==> config.mk <==
export PLATFORM = sky130hd
export DESIGN_NAME = sync_fifo
export DESIGN_NICKNAME = d
export VERILOG_FILES = /design/src/rtl/sync_fifo.sv
export SDC_FILE = /design/constraint.sdc
export NUM_CORES = 1
export LEC_CHECK = 0
export BUFFER_PORTS_ARGS = -buffer_cell sky130_fd_sc_hd__buf_4
export CAP_MARGIN = 10
export CORE_ASPECT_RATIO = 1.4
export CORE_MARGIN = 2
export CORE_UTILIZATION = 60
export DETAILED_ROUTE_END_ITERATION = 8
export PLACE_DENSITY = 0.84
export SLEW_MARGIN = 20
export SYNTH_ARGS = -nofsm -noshare
export SYNTH_HDL_FRONTEND = slang
export SYNTH_SLANG_ARGS = --single-unit
==> constraint.sdc <==
create_clock -name clock -period 4.5 [get_ports clock]
set_input_delay 0.9 -clock clock [delete_from_list [all_inputs] [get_ports clock]]
set_output_delay 0.9 -clock clock [all_outputs]
set_load 0.1 [all_outputs]
==> src/rtl/sync_fifo.sv <==
// sync_fifo: parametrised single-clock FIFO with show-ahead output,
// occupancy count, full/empty/almost-full flags and sticky error flags.
module sync_fifo #(
  parameter int WIDTH    = 8,
  parameter int DEPTH    = 16,
  parameter int AF_LEVEL = DEPTH - 2,
  parameter int CW       = $clog2(DEPTH + 1)
) (
  input  logic             clock,
  input  logic             reset_l,
  input  logic             clear,
  input  logic             we,
  input  logic [WIDTH-1:0] D,
  input  logic             re,
  output logic [WIDTH-1:0] Q,
  output logic             empty,
  output logic             full,
  output logic             almost_full,
  output logic [CW-1:0]    count,
  output logic             overflow,
  output logic             underflow
);

  localparam int PW = $clog2(DEPTH);

  logic [WIDTH-1:0] mem_q [DEPTH];
  logic [PW-1:0]    rp_q, rp_d;
  logic [PW-1:0]    wp_q, wp_d;
  logic [CW-1:0]    cnt_q, cnt_d;
  logic             ovf_q, ovf_d;
  logic             unf_q, unf_d;
  logic             rd_ok, wr_ok;

  // Wrapping pointer increment; DEPTH need not be a power of two.
  function automatic logic [PW-1:0] ptr_inc(input logic [PW-1:0] p);
    return (p == PW'(DEPTH - 1)) ? '0 : p + PW'(1);
  endfunction

  // Status is derived from the registered count only, so no input reaches an output.
  always_comb begin
    empty       = (cnt_q == '0);
    full        = (cnt_q == CW'(DEPTH));
    almost_full = (cnt_q >= CW'(AF_LEVEL));
    count       = cnt_q;
    overflow    = ovf_q;
    underflow   = unf_q;
    Q           = empty ? '0 : mem_q[rp_q];
  end

  // Accept decisions and next-state for pointers, count and sticky flags.
  always_comb begin
    rd_ok = re & ~empty;
    wr_ok = we & (~full | rd_ok);
    rp_d  = rd_ok ? ptr_inc(rp_q) : rp_q;
    wp_d  = wr_ok ? ptr_inc(wp_q) : wp_q;
    cnt_d = cnt_q;
    if (wr_ok & ~rd_ok)      cnt_d = cnt_q + CW'(1);
    else if (rd_ok & ~wr_ok) cnt_d = cnt_q - CW'(1);
    ovf_d = ovf_q | (we & ~wr_ok);
    unf_d = unf_q | (re & ~rd_ok);
  end

  // Control state: reset beats clear beats normal operation; requests in a
  // reset/clear cycle are dropped and raise no flags.
  always_ff @(posedge clock) begin
    if (!reset_l || clear) begin
      rp_q  <= '0;
      wp_q  <= '0;
      cnt_q <= '0;
      ovf_q <= 1'b0;
      unf_q <= 1'b0;
    end else begin
      rp_q  <= rp_d;
      wp_q  <= wp_d;
      cnt_q <= cnt_d;
      ovf_q <= ovf_d;
      unf_q <= unf_d;
    end
  end

  // Storage array: no reset, contents survive clear; writes gated the same way.
  always_ff @(posedge clock) begin
    if (reset_l && !clear && wr_ok) mem_q[wp_q] <= D;
  end

endmodule

==> results of run 1 <==
-- synthesized netlist by cell type (2+ instances only) --
cell	n	area [um2]
edfxtp_1	128	3844
mux4_2	32	720.7
nor2_1	24	90.09
dfxtp_1	19	380.4
a211oi_1	16	120.1
mux2i_1	12	120.1
a21oi_1	9	45.04
ha_1	9	112.6
nor2b_1	9	56.30
nand2_1	8	30.03
buf_2	7	35.03
clkbuf_1	7	26.28
inv_1	6	22.52
nor3_1	6	30.03
nand3_1	5	25.02
nor4_1	4	25.02
xor2_1	4	35.03
buf_1	3	11.26
a21o_2	2	17.52
buf_6	2	22.52
nand2b_1	2	12.51
or4_1	2	15.01
-- layout make-up --
type	instances	share of cell area
Clock buffer	17	0.06129
Clock inverter	15	0.02109
Inverter	6	0.003245
Multi-Input combinational cell	160	0.2347
Sequential cell	147	0.6088
Tap cell	135	0.02434
Timing Repair Buffer	43	0.04651
-- placed cells by master (no fill, tap or decap), types with 12 or more instances in the layout --
master,Yosys,layout
a211oi_1,16,16
buf_4,1,43
clkbuf_16,0,17
dfxtp_1,19,18
edfxtp_1,128,128
mux2i_1,12,12
mux4_2,32,32
nor2_1,24,23
-- state kept, by name, summed over array words and instances (netlist names), named ones only --
| name | cells |
|---|---|
| mem_q | 128 |
| count | 5 |
| rp_q | 4 |
| wp_q | 4 |
| overflow | 1 |
| underflow | 1 |
-- where the power goes --
group	total [mW]	internal (mW)	switching (mW)
clock network	1.34	0.774	0.565
logic	0.590	0.140	0.450
registers	1.51	1.49	0.0161
total	3.44	2.41	1.03
-- cell families after synthesis --
kind of cell	count (synthesis)	synth area share
fa+ha+maj	10	0.02218
buf+inv	27	0.02176
compound gates	37	0.04958
xor+xnor	4	0.005857
flops	147	0.7063
mux	44	0.1406
simple gates	65	0.05377
-- worst paths after layout --
check / startpoint / endpoint / cells past startpoint
worst max-delay path: register / Q[1] / 6
worst min-delay path: underflow / underflow / 2
worst max register to register: count[1] / count[4] / 8
worst min register to register: underflow / underflow / 2
-- metal layers --
metal  GRT usage  up-vias
met1      0.3065     1626
met3     0.05556       22
met2      0.4093      142
met4      0.1023        0
li1            -     1417
met5           0        -
-- stage by stage --
step	area (um2)	cells	power [mW]	hold slack, ns
after floorplan	5981	334	2.007	0.4720
after global placement	6366	491	2.117	0.4592
after detailed placement	6366	491	2.129	0.4649
after CTS	6938	523	3.455	0.4815
after global routing	6940	523	3.539	0.5211
final	6940	523	3.440	0.4764
-- critical path, delay by kind of cell (launching register included) --
kind / cells / cell delay, ns
buffers and inverters: 2 / 0.60
AO/OA/AOI/OAI: 2 / 0.34
AND/OR/NAND/NOR: 1 / 0.14
flip-flops: 1 / 0.74
multiplexers: 1 / 0.51
==> out/metrics.cfg, run 1 <==
[synthesis]
ys.flop_type=edfxtp_1
syn-mean-instance-area_um2=17.91
ys_warn_count=0
synth_cell_types=40
yosys_register_bits=147
syn-num-nets=357
synth_area_mm2=0.005981
yosysSeqAreaShare=0.7063
synth_edf_count=128
syn-instance-count=334
synthArstFlopShare=0

[clocking]
cts_resized=0
cts_setup_buffers=0
cts_root_buf=clkbuf_16
numCtsBuffers=17
hold_buffers=0
cts_tree=built
htreeDepth=4
cts_buffer_depth=2
clock_sinks=147
clk_pin_slew_ns=0.06
clk_latency_ns=0.41

[die]
io_pins=31
die_w_um=88.38
core_mm2=0.009792
std_cell_rows=43
die_h_um=122.1
floorplan.initialDensity=0.6108
die_area_mm2=0.01079

[route]
routedWlPerCell_um=23.16
vias=3207
viasPerCell=6.132
drt_iter0_drc=317
post-route-drc-count=0
wirelength_um=12110
dr.pass1.iters=5
wl_met1_um=4705
routed-wl-met3_um=610
ant_nets=0
highest_layer=met4
met2_length_um=6446

[placed_design]
hpwl_um=7756
port_buffers=30
gp_congestion=0.7714
dpl_worst_slack_ns=1.258

[sta]
grt_setup_unrepaired=no
fin_skew_ns=0.004636
slew_headroom=0.2714
final-setup-viol-count=0
min_period_ns=3.645
hold_viol=0
tightest_slew_ns=1.089
period_share=0.8099
max_freq_mhz=274.4
finalMaxSlewViolations=0
worst_slack_ns=0.8554
tns_ns=0

[hold_path]
hold_class=register to register

[worst_setup_path]
cp-end-kind=output pin
startpoint_type=register
slowest_stage=dfxtp_2
required_ns=3.60
rrSetupSlack_ns=1.45
cpPeakStageDelay_ns=0.74
arrival_ns=2.74
crit_path_cell_trace=buf_4 > mux4_2 > nor2b_1 > a211oi_1 > a211oi_1 > buf_4
crit_fanout=21
critPathKind=register to output pin

[global_routing]
grt_pass1_wl_um=18140
grt-ovfl-total=0
grt_antenna_before_repair=0
grt_pass1_vias=3206
grtUsageTotal=0.2446
grt_max_degree=33

[cells_and_area]
drive_gt1_frac=0.2990
area_growth_pct=16.05
fillers=615
diodes=0
multiInputGateArea_mm2=0.001629
regArea_mm2=0.004225
layout.nets=398
final_util=0.7088

[pwr]
ir_drop_uv=482.1
power_density_mw_per_mm2=495.7
power.leakage_nw=2.271

[run_status]
status=complete, no violations

[run]
maxCapViolations=0

Note: power is estimated with default switching activity, not from simulation.
==> inputs of run 2 (changes only) <==
- CORE_UTILIZATION: 60 -> 55
- PLACE_DENSITY: 0.84 -> 0.82
- clock period: 4.5 -> 3.3 ns (I/O delays scaled with it)
==> run 2 against run 1 <==
  * Die area up 8.7%
  * Non-clock buffer count up 10
  * Count of clock-buffer cells in the layout unchanged
  * Via count down 0.12%
  * Cell area up 2.0%
  * Worst hold slack better by 0.022 ns
  * Critical path type unchanged
  * Critical endpoint is now Q[5]
  * Largest cell class unchanged
  * Highest routed layer unchanged
==> out/metrics.cfg, run 2 (synthesis gave the netlist of run 1 again) <==
[worst_setup_path]
r2r-end=count[4]
critPathKind=register to output pin
crit_path_cell_trace=buf_12 > mux4_2 > nor2b_1 > a211oi_1 > a211oi_2 > buf_4
rrSetupSlack_ns=0.41
cpPeakStageDelay_ns=0.51
ff2ff_path_depth=8
worst-path-buf-inv=2
slowest_stage=mux4_2
required_ns=2.64
arrival_ns=2.48
rr_startpoint=count[0]
crit_fanout=20
path_delay_family=multiplexers
startpoint_type=register
cp-end-kind=output pin

[placed_design]
post_dp_cell_area_mm2=0.006519
hpwl_um=7683
port_buffers=30
dpl_worst_slack_ns=0.4084
dp_cells=507
gp_congestion=0.7887

[sta]
tns_ns=0
grt_setup_unrepaired=no
final-setup-viol-count=0
holdWs_ns=0.4986
period_share=0.9527
hold_viol=0
slew_headroom=0.4909
max_freq_mhz=318.1
worst_slack_ns=0.1562
finalMaxSlewViolations=0
fin_skew_ns=0.005719
min_period_ns=3.144
tightest_slew_ns=0.7578

[route]
dr.pass1.iters=4
post-route-drc-count=0
ant_nets=0
drt_iter0_drc=247
wirelength_um=11780
routedWlPerCell_um=21.85
viasPerCell=5.942
vias=3203

[die]
die_h_um=127.4
core_mm2=0.01070
io_pins=31
floorplan.initialDensity=0.5591
die_w_um=92.13
die_area_mm2=0.01174
std_cell_rows=45

[cells_and_area]
fin_area_mm2=0.007079
regMostFlops=mem_q
layout.nets=408
drive_gt1_frac=0.3367
layout_common_cells=128 x edfxtp_1, 51 x buf_4, 32 x mux4_2, 24 x nor2_1, 18 x dfxtp_1
mostFrequentLayoutCell=edfxtp_1
largest_reg_flops=128
area_growth_pct=18.37
regArea_mm2=0.004225
fillers=721
diodes=0
final_util=0.6618
multiInputGateArea_mm2=0.001672
final_cells=539

[pwr]
netSwitchingFraction=0.3098
power.leakage_nw=2.335
intPower_mw=3.235
switching_power_mw=1.452
pwr-share-comb=0.179
clkPwrFrac=0.381
pwr-share-seq=0.439
ir_drop_uv=561.3
total_power_mw=4.687
power_density_mw_per_mm2=662.1

[clocking]
numCtsBuffers=17
hold_buffers=0
clk_latency_ns=0.42
cts_resized=0
cts_buffer_depth=2
clk_pin_slew_ns=0.06
cts_root_buf=clkbuf_16
htreeDepth=4
cts_tree=built
cts_setup_buffers=0
clock_sinks=147

[global_routing]
grtUsageTotal=0.2177
grt_max_degree=33
grt_pass1_vias=3401
grt-ovfl-total=0
grt_antenna_before_repair=0
grt_pass1_wl_um=18210

[hold_path]
whs_path_depth=2
hold_start=underflow
hold_class=register to register
hold_end=underflow

[run]
maxCapViolations=0

[run_status]
status=complete, no violations

[run 2: worst max-delay path by stage]
stage                to  slack, ns  cells past startpoint
2_1_floorplan      Q[0]      -0.24                      4
3_3_place_gp   count[4]       0.50                      8
3_5_place_dp   count[4]       0.41                      8
4_1_cts            Q[5]       0.10                      6
5_1_grt            Q[5]       0.02                      6
6_report           Q[5]       0.16                      6
[run 2: power by group through the flow]
stage	logic (mW)	clock network [mW]	registers, mW
after floorplan	0.583	0	2.18
after global placement	0.831	0	2.10
after detailed placement	0.842	0	2.10
after CTS	0.844	1.82	2.06
after global routing	0.884	1.89	2.06
final	0.840	1.79	2.06
[run 2: per-layer routing]
metal | share of wire | up-vias | global-route usage
met5 | 0 | - | 0
met4 | 0.023 | 0 | 0.1010
met3 | 0.060 | 24 | 0.06545
met2 | 0.54 | 116 | 0.3832
met1 | 0.37 | 1631 | 0.2422
li1 | - | 1432 | -
[run 2: worst min-delay path: cells and delay by family, from the launching register on]
kind	cells	cell delay, ns
compound gates	1	0.05
flops	1	0.34
simple gates	1	0.08
[run 2: layout make-up]
cell class / instances / area share
Inverter: 6 / 0.003181
Multi-Input combinational cell: 160 / 0.2361
Tap cell: 141 / 0.02492
Timing Repair Buffer: 53 / 0.05974
Clock inverter: 15 / 0.01909
Sequential cell: 147 / 0.5969
Clock buffer: 17 / 0.06009
